## config.mk

```make
export PLATFORM = sky130hd
export DESIGN_NAME = upslv_reg_flat
export DESIGN_NICKNAME = d
export VERILOG_FILES = /design/src/rtl/upslv_pkg.sv /design/src/rtl/upslv_reg_if.sv /design/src/rtl/upslv_evdet.sv /design/src/rtl/upslv_reg.sv /design/src/flat_wrapper.sv
export SDC_FILE = /design/constraint.sdc
export NUM_CORES = 1
export LEC_CHECK = 0
export CAP_MARGIN = 20
export CORE_MARGIN = 2
export CORE_UTILIZATION = 51
export DETAILED_ROUTE_END_ITERATION = 16
export PLACE_DENSITY_LB_ADDON = 0.2
export SYNTH_ARGS = -nofsm -noshare
export SYNTH_HDL_FRONTEND = slang
export SYNTH_SLANG_ARGS = --single-unit
export TNS_END_PERCENT = 10
```

## constraint.sdc

```tcl
create_clock -name clk155 -period 5.4 [get_ports clk155]
set_clock_uncertainty 0.05 [all_clocks]
set_input_delay 0.54 -clock clk155 [delete_from_list [all_inputs] [get_ports clk155]]
set_output_delay 0.54 -clock clk155 [all_outputs]
set_load 0.05 [all_outputs]
```

## src/rtl/upslv_pkg.sv

```systemverilog
// Shared definitions for the upslv register slave: register offsets,
// bus widths, FSM state encoding and the default VERSION value.
package upslv_pkg;

    localparam int unsigned ADDR_W = 24;
    localparam int unsigned DATA_W = 32;
    localparam int unsigned EVT_W  = 8;

    localparam logic [31:0] VERSION_DEFAULT = 32'h0001_0000;

    localparam logic [3:0] OFF_VERSION = 4'd0;
    localparam logic [3:0] OFF_CTRL    = 4'd1;
    localparam logic [3:0] OFF_STAT    = 4'd2;
    localparam logic [3:0] OFF_INTSTK  = 4'd3;
    localparam logic [3:0] OFF_INTEN   = 4'd4;
    localparam logic [3:0] OFF_SCRATCH = 4'd5;
    localparam logic [3:0] OFF_EVCNT   = 4'd6;

    typedef enum logic [1:0] {
        ST_IDLE = 2'd0,
        ST_RD   = 2'd1,
        ST_ACK  = 2'd2
    } upslv_state_e;

endpackage

```

## src/rtl/upslv_reg_if.sv

```systemverilog
// Internal CPU bus as seen by one register slave: the decoder/CPU side
// drives the master modport, the register block uses the slave modport.
interface upslv_reg_if;
    import upslv_pkg::*;

    logic [ADDR_W-1:0] upa;
    logic [DATA_W-1:0] updi;
    logic              upen;
    logic              uprs;
    logic              upws;
    logic [DATA_W-1:0] updo;
    logic              uprdy;

    modport master (
        output upa, updi, upen, uprs, upws,
        input  updo, uprdy
    );

    modport slave (
        input  upa, updi, upen, uprs, upws,
        output updo, uprdy
    );
endinterface

```

## src/rtl/upslv_evdet.sv

```systemverilog
// Rising-edge detector for the event inputs: a bit is flagged while it is
// high and was low at the previous clk155 edge.
module upslv_evdet
    import upslv_pkg::*;
(
    input  logic             clk155,
    input  logic             rst,
    input  logic [EVT_W-1:0] evt_i,
    output logic [EVT_W-1:0] rise_o
);
    logic [EVT_W-1:0] hist_q;

    // history of the event levels seen at the previous edge
    always_ff @(posedge clk155) begin
        if (rst) begin
            hist_q <= 8'h00;
        end else begin
            hist_q <= evt_i;
        end
    end

    assign rise_o = evt_i & ~hist_q;
endmodule

```

## src/rtl/upslv_reg.sv

```systemverilog
// CPU-bus register slave: control/scratch registers, sticky event interrupt
// status with W1C, saturating event counter and a three-state access FSM.
module upslv_reg
    import upslv_pkg::*;
#(
    parameter logic [31:0] VERSION  = VERSION_DEFAULT,
    parameter int unsigned ADDR_LSB = 0
) (
    input  logic             clk155,
    input  logic             rst,
    upslv_reg_if.slave       bus,
    input  logic [EVT_W-1:0] evt,
    input  logic [31:0]      stat,
    output logic             upint,
    output logic [31:0]      ctrl
);
    upslv_state_e state_q, state_d;
    logic [3:0]   off_q, off_d;
    logic         uprdy_q, uprdy_d;
    logic [31:0]  updo_q, updo_d;
    logic [31:0]  ctrl_q, ctrl_d;
    logic [31:0]  scratch_q, scratch_d;
    logic [7:0]   intstk_q, intstk_d;
    logic [7:0]   inten_q, inten_d;
    logic [15:0]  evcnt_q, evcnt_d;
    logic         upint_q;
    logic [7:0]   rise;
    logic [7:0]   w1c;
    logic         wr_en;
    logic         rd_clr;
    logic [3:0]   addr_off;
    logic [31:0]  rd_mux;
    logic         addr_unused;

    assign addr_off    = bus.upa[ADDR_LSB +: 4];
    assign addr_unused = ^bus.upa;

    upslv_evdet u_evdet (
        .clk155 (clk155),
        .rst    (rst),
        .evt_i  (evt),
        .rise_o (rise)
    );

    // read data selected by the offset latched when the read was accepted
    always_comb begin
        rd_mux = 32'h0000_0000;
        case (off_q)
            OFF_VERSION: rd_mux = VERSION;
            OFF_CTRL:    rd_mux = ctrl_q;
            OFF_STAT:    rd_mux = stat;
            OFF_INTSTK:  rd_mux = {24'h00_0000, intstk_q};
            OFF_INTEN:   rd_mux = {24'h00_0000, inten_q};
            OFF_SCRATCH: rd_mux = scratch_q;
            OFF_EVCNT:   rd_mux = {16'h0000, evcnt_q};
            default:     rd_mux = 32'h0000_0000;
        endcase
    end

    // access FSM: next state, write enable and the registered ack/data
    always_comb begin
        state_d = state_q;
        off_d   = off_q;
        wr_en   = 1'b0;
        uprdy_d = 1'b0;
        updo_d  = 32'h0000_0000;
        case (state_q)
            ST_IDLE: begin
                if (bus.upen && bus.upws) begin
                    wr_en   = 1'b1;
                    uprdy_d = 1'b1;
                    state_d = ST_ACK;
                end else if (bus.upen && bus.uprs) begin
                    off_d   = addr_off;
                    state_d = ST_RD;
                end else begin
                    state_d = ST_IDLE;
                end
            end
            ST_RD: begin
                uprdy_d = 1'b1;
                updo_d  = rd_mux;
                state_d = ST_ACK;
            end
            ST_ACK:  state_d = ST_IDLE;
            default: state_d = ST_IDLE;
        endcase
    end

    // FSM state and bus outputs; updo is only non-zero alongside uprdy
    always_ff @(posedge clk155) begin
        if (rst) begin
            state_q <= ST_IDLE;
            off_q   <= 4'h0;
            uprdy_q <= 1'b0;
            updo_q  <= 32'h0000_0000;
        end else begin
            state_q <= state_d;
            off_q   <= off_d;
            uprdy_q <= uprdy_d;
            updo_q  <= updo_d;
        end
    end

    // register file next state; an event edge wins over a same-cycle W1C
    always_comb begin
        ctrl_d    = ctrl_q;
        scratch_d = scratch_q;
        inten_d   = inten_q;
        w1c       = 8'h00;
        if (wr_en) begin
            case (addr_off)
                OFF_CTRL:    ctrl_d    = bus.updi;
                OFF_INTSTK:  w1c       = bus.updi[7:0];
                OFF_INTEN:   inten_d   = bus.updi[7:0];
                OFF_SCRATCH: scratch_d = bus.updi;
                default:     w1c       = 8'h00;
            endcase
        end else begin
            w1c = 8'h00;
        end
        intstk_d = (intstk_q & ~w1c) | rise;
        rd_clr   = (state_q == ST_RD) && (off_q == OFF_EVCNT);
        if (rd_clr) begin
            evcnt_d = {15'h0000, rise[0]};
        end else if (rise[0] && (evcnt_q != 16'hFFFF)) begin
            evcnt_d = evcnt_q + 16'h0001;
        end else begin
            evcnt_d = evcnt_q;
        end
    end

    // register file and the interrupt request, which trails INTSTK/INTEN by one cycle
    always_ff @(posedge clk155) begin
        if (rst) begin
            ctrl_q    <= 32'h0000_0000;
            scratch_q <= 32'h0000_0000;
            intstk_q  <= 8'h00;
            inten_q   <= 8'h00;
            evcnt_q   <= 16'h0000;
            upint_q   <= 1'b0;
        end else begin
            ctrl_q    <= ctrl_d;
            scratch_q <= scratch_d;
            intstk_q  <= intstk_d;
            inten_q   <= inten_d;
            evcnt_q   <= evcnt_d;
            upint_q   <= |(intstk_q & inten_q);
        end
    end

    assign bus.uprdy = uprdy_q;
    assign bus.updo  = updo_q;
    assign upint     = upint_q;
    assign ctrl      = ctrl_q;
endmodule

```

## src/flat_wrapper.sv

```systemverilog
// flat-port wrapper written by rule: the top's interface ports become plain ports
module upslv_reg_flat import upslv_pkg::*;
#(
    parameter logic [31:0] VERSION  = VERSION_DEFAULT,
    parameter int unsigned ADDR_LSB = 0
)
  (clk155, rst, evt, stat, upint, ctrl, bus_upa, bus_updi, bus_upen, bus_uprs, bus_upws, bus_updo, bus_uprdy);
  upslv_reg_if bus_i ();
  input  logic clk155;
  input  logic rst;
  input  logic [EVT_W-1:0] evt;
  input  logic [31:0] stat;
  output logic upint;
  output logic [31:0] ctrl;
  input wire logic [$bits(bus_i.upa)-1:0] bus_upa;
  input wire logic [$bits(bus_i.updi)-1:0] bus_updi;
  input wire logic [$bits(bus_i.upen)-1:0] bus_upen;
  input wire logic [$bits(bus_i.uprs)-1:0] bus_uprs;
  input wire logic [$bits(bus_i.upws)-1:0] bus_upws;
  output wire logic [$bits(bus_i.updo)-1:0] bus_updo;
  output wire logic [$bits(bus_i.uprdy)-1:0] bus_uprdy;
  assign bus_i.upa = bus_upa;
  assign bus_i.updi = bus_updi;
  assign bus_i.upen = bus_upen;
  assign bus_i.uprs = bus_uprs;
  assign bus_i.upws = bus_upws;
  assign bus_updo = bus_i.updo;
  assign bus_uprdy = bus_i.uprdy;
  upslv_reg #(.VERSION(VERSION), .ADDR_LSB(ADDR_LSB)) u_core (.clk155(clk155), .rst(rst), .bus(bus_i), .evt(evt), .stat(stat), .upint(upint), .ctrl(ctrl));
endmodule
```

==> metrics.txt <==
run status=complete, no violations; top-level I/O count=167; leading post-synthesis cells by cell area=sky130_fd_sc_hd__dfxtp_1 (49%), sky130_fd_sc_hd__mux2i_1 (8.0%), sky130_fd_sc_hd__a21oi_1 (5.4%), sky130_fd_sc_hd__nor2_1 (5.4%), sky130_fd_sc_hd__nand2_1 (5.0%); top flip-flop cell by instance count after synthesis=sky130_fd_sc_hd__dfxtp_1; maximum clock rate=0.3880 GHz; Tcrit/Tclk final=47.73%; post-layout net count=875; placed wire-length estimate=10940 um; multiplexer share of the synthesized area=9.386%; Slew Limit Headroom=36.30%; final standard cell utilization of the core=69.73%; Remaining Overflow, GRT=0; Routed WL per cell=17.85 um; Ys Warns=0; DR iter-0 viols=598; Worst EP arrival=2830 ps; number of max-capacitance violations reported=0; count of flip-flops with a built-in enable after synthesis=0; Avg Inst Size Synth=9.059 sq um; Hold/Removal Path Class=reg2reg; root buffer cell=sky130_fd_sc_hd__clkbuf_16; standard cell core area=0.01132 sq mm; global-route wire length before repair=26670 um; FF+latch count, synth=143; Final ANT Viol Nets=0; Skew-Pair Late Insertion Delay=420 ps; Setup TNS Final=0 ps; setup repair after global routing missed its margin=false; uppermost signal routing layer after detailed routing=met4; total die area=0.01235 sq mm; leading cell type by number of instances after synthesis=sky130_fd_sc_hd__dfxtp_1; endpoint class of the critical path=flop; final WL=16580 um; area fraction in compound gates after synthesis=16.66%; peak supply drop=0.2006 mV; fin crit period=2578 ps; Critical Path RT=5660 ps; # H-tree levels=4; xor and xnor fraction of the mapped netlist area=0%; clock tree buffer depth=2; layout-stage area growth over the synthesis result=34.89%; maximum net fanout on the critical path=23; leading post-synthesis cells by instance count=sky130_fd_sc_hd__dfxtp_1 (143), sky130_fd_sc_hd__nor2_1 (84), sky130_fd_sc_hd__nand2_1 (78); sum of routed wire segments on met1=7125 um; final cell area excluding filler cells=0.007894 sq mm; total power density per cell area=295.3 mW/mm^2; fraction of the mapped netlist area in simple logic gates=20.08%; Post-Route Hold Slack=400.2 ps; total vias in the final route=5518; post-synthesis adder-cell area fraction=0.2138%; syn_nets=748; Synth cell types=56; category of the worst setup path launch point=flop; routed vias/inst=5.940; cells after synthesis=646; Clock Sinks=143; number of failing setup endpoints in the final timing report=0; DIE WIDTH=111.1 um; routed wire length on met3=1179 um; antenna violations before repair=0; met2 WL post-DR=7973 um; CTS tree=yes; final weighted congestion of routability-driven global placement=0.8043; Global Route Usage Sum=26.81%; Yosys top cell by area=sky130_fd_sc_hd__dfxtp_1; combinational family with the most area after synthesis=simple AND/OR/NAND/NOR gates; post-place instance area=0.007336 sq mm; Std-Cell Rows=39; cell area after synthesis=0.005852 sq mm; first-pass iteration count of the detailed router=5; die boundary height=111.1 um; CTS clk-pin slew, worst paths=60 ps; starting utilization of the core area=51.69%; count of final hold-check violations=0; number of setup buffers added after CTS=0; via count of the first global-routing pass=5227; Async S/R FF share, synth=0%; drc violations=0; post_cts resized=0; fraction of final layout cells with drive strength greater than 1=7.761%; startpoint-to-endpoint class of the critical path=reg2reg; Least-Margin Pin Slew=954.1 ps; number of buffers inserted by port buffering=146; area fraction of the dominant cell type after synthesis=48.92%; Inserted Diodes=0; maximum number of pins on one net before global-route repair=54; number of inserted filler cells in the final layout=906; number of max-slew violations in the final report=0; CTS Hold Buffers Added=0; Leakage=2.733 nW; post-synthesis sequential area ratio=48.92%; total clock buffers created by CTS=17
## flip-flops by register name (all words and copies together), names as in the netlist
register and flops:
u_core.bus.updo 32, u_core.ctrl 32, u_core.scratch_q 32, u_core.evcnt_q 16
u_core.inten_q 8, u_core.intstk_q 8, u_core.u_evdet.hist_q 8, u_core.off_q 4
u_core.state_q 2, u_core.upint 1
## metal layers
layer,vias to the layer above,global-route usage [%]
li1,2569,-
met1,2681,34.29
met2,241,44.66
met3,27,6.670
met4,0,8.724
met5,-,0
## path summary, 6_finish.rpt
| check | cells after the start | startpoint | slack, ps | end |
|---|---|---|---|---|
| min reg2reg | 2 | u_core.scratch_q[5] | 400 | u_core.scratch_q[5] |
| min | 2 | u_core.scratch_q[5] | 400 | u_core.scratch_q[5] |
| max | 4 | u_core.off_q[1] | 2820 | u_core.evcnt_q[5] |
| max reg2reg | 4 | u_core.off_q[1] | 2820 | u_core.evcnt_q[5] |
## cell usage in the layout (no fill, tap or decap), types with 11 or more instances in the layout
master | synthesis | layout
sky130_fd_sc_hd__dfxtp_1 | 143 | 143
sky130_fd_sc_hd__a222oi_1 | 19 | 19
sky130_fd_sc_hd__clkbuf_16 | 0 | 17
sky130_fd_sc_hd__nand2_1 | 78 | 78
sky130_fd_sc_hd__nor2_1 | 84 | 84
sky130_fd_sc_hd__a22oi_1 | 29 | 29
sky130_fd_sc_hd__o21ai_0 | 15 | 15
sky130_fd_sc_hd__mux2i_1 | 47 | 47
sky130_fd_sc_hd__inv_1 | 16 | 16
sky130_fd_sc_hd__nor3_1 | 11 | 11
sky130_fd_sc_hd__a21oi_1 | 63 | 63
sky130_fd_sc_hd__clkdlybuf4s50_1 | 0 | 145
## worst max-delay path, stage by stage (launching register included)
cell,delay (ps)
sky130_fd_sc_hd__dfxtp_1,950
sky130_fd_sc_hd__and4bb_1,750
sky130_fd_sc_hd__a21o_1,480
sky130_fd_sc_hd__or4_1,180
sky130_fd_sc_hd__nand2_1,50
## layout make-up
| class | count | area, sq um | area share [%] |
|---|---|---|---|
| repair buffers | 153 | 1521 | 19.27 |
| inverters | 16 | 60.06 | 0.7608 |
| clock buffers | 17 | 425.4 | 5.389 |
| clock inverters | 15 | 132.6 | 1.680 |
| flip-flops and latches | 143 | 2863 | 36.27 |
| multi-input cells | 442 | 2713 | 34.36 |
| well taps | 143 | 178.9 | 2.267 |
## power breakdown
part | total, mW | internal [mW] | switching, mW
logic | 0.151 | 0.0795 | 0.0720
registers | 1.09 | 1.07 | 0.0163
clock network | 1.09 | 0.601 | 0.493
total | 2.33 | 1.75 | 0.581
## cells by family (layout without fill, tap and decap cells)
family / count (synthesis) / count (layout)
DFF: 143 / 143
and+or+nand+nor: 238 / 238
AOI/OAI and AO/OA: 149 / 149
muxes: 54 / 54
adders and majority gates: 1 / 1
buffers and inverters: 61 / 201
## per-stage QoR
step / power (mW) / worst slack, ps / instances
2_1_floorplan: 1.168 / 3609 / 646
3_3_place_gp: 1.252 / 2421 / 896
3_5_place_dp: 1.257 / 2516 / 897
4_1_cts: 2.335 / 2883 / 929
5_1_grt: 2.400 / 2727 / 929
6_report: 2.331 / 2822 / 929
(Power assumes the default switching activity.)
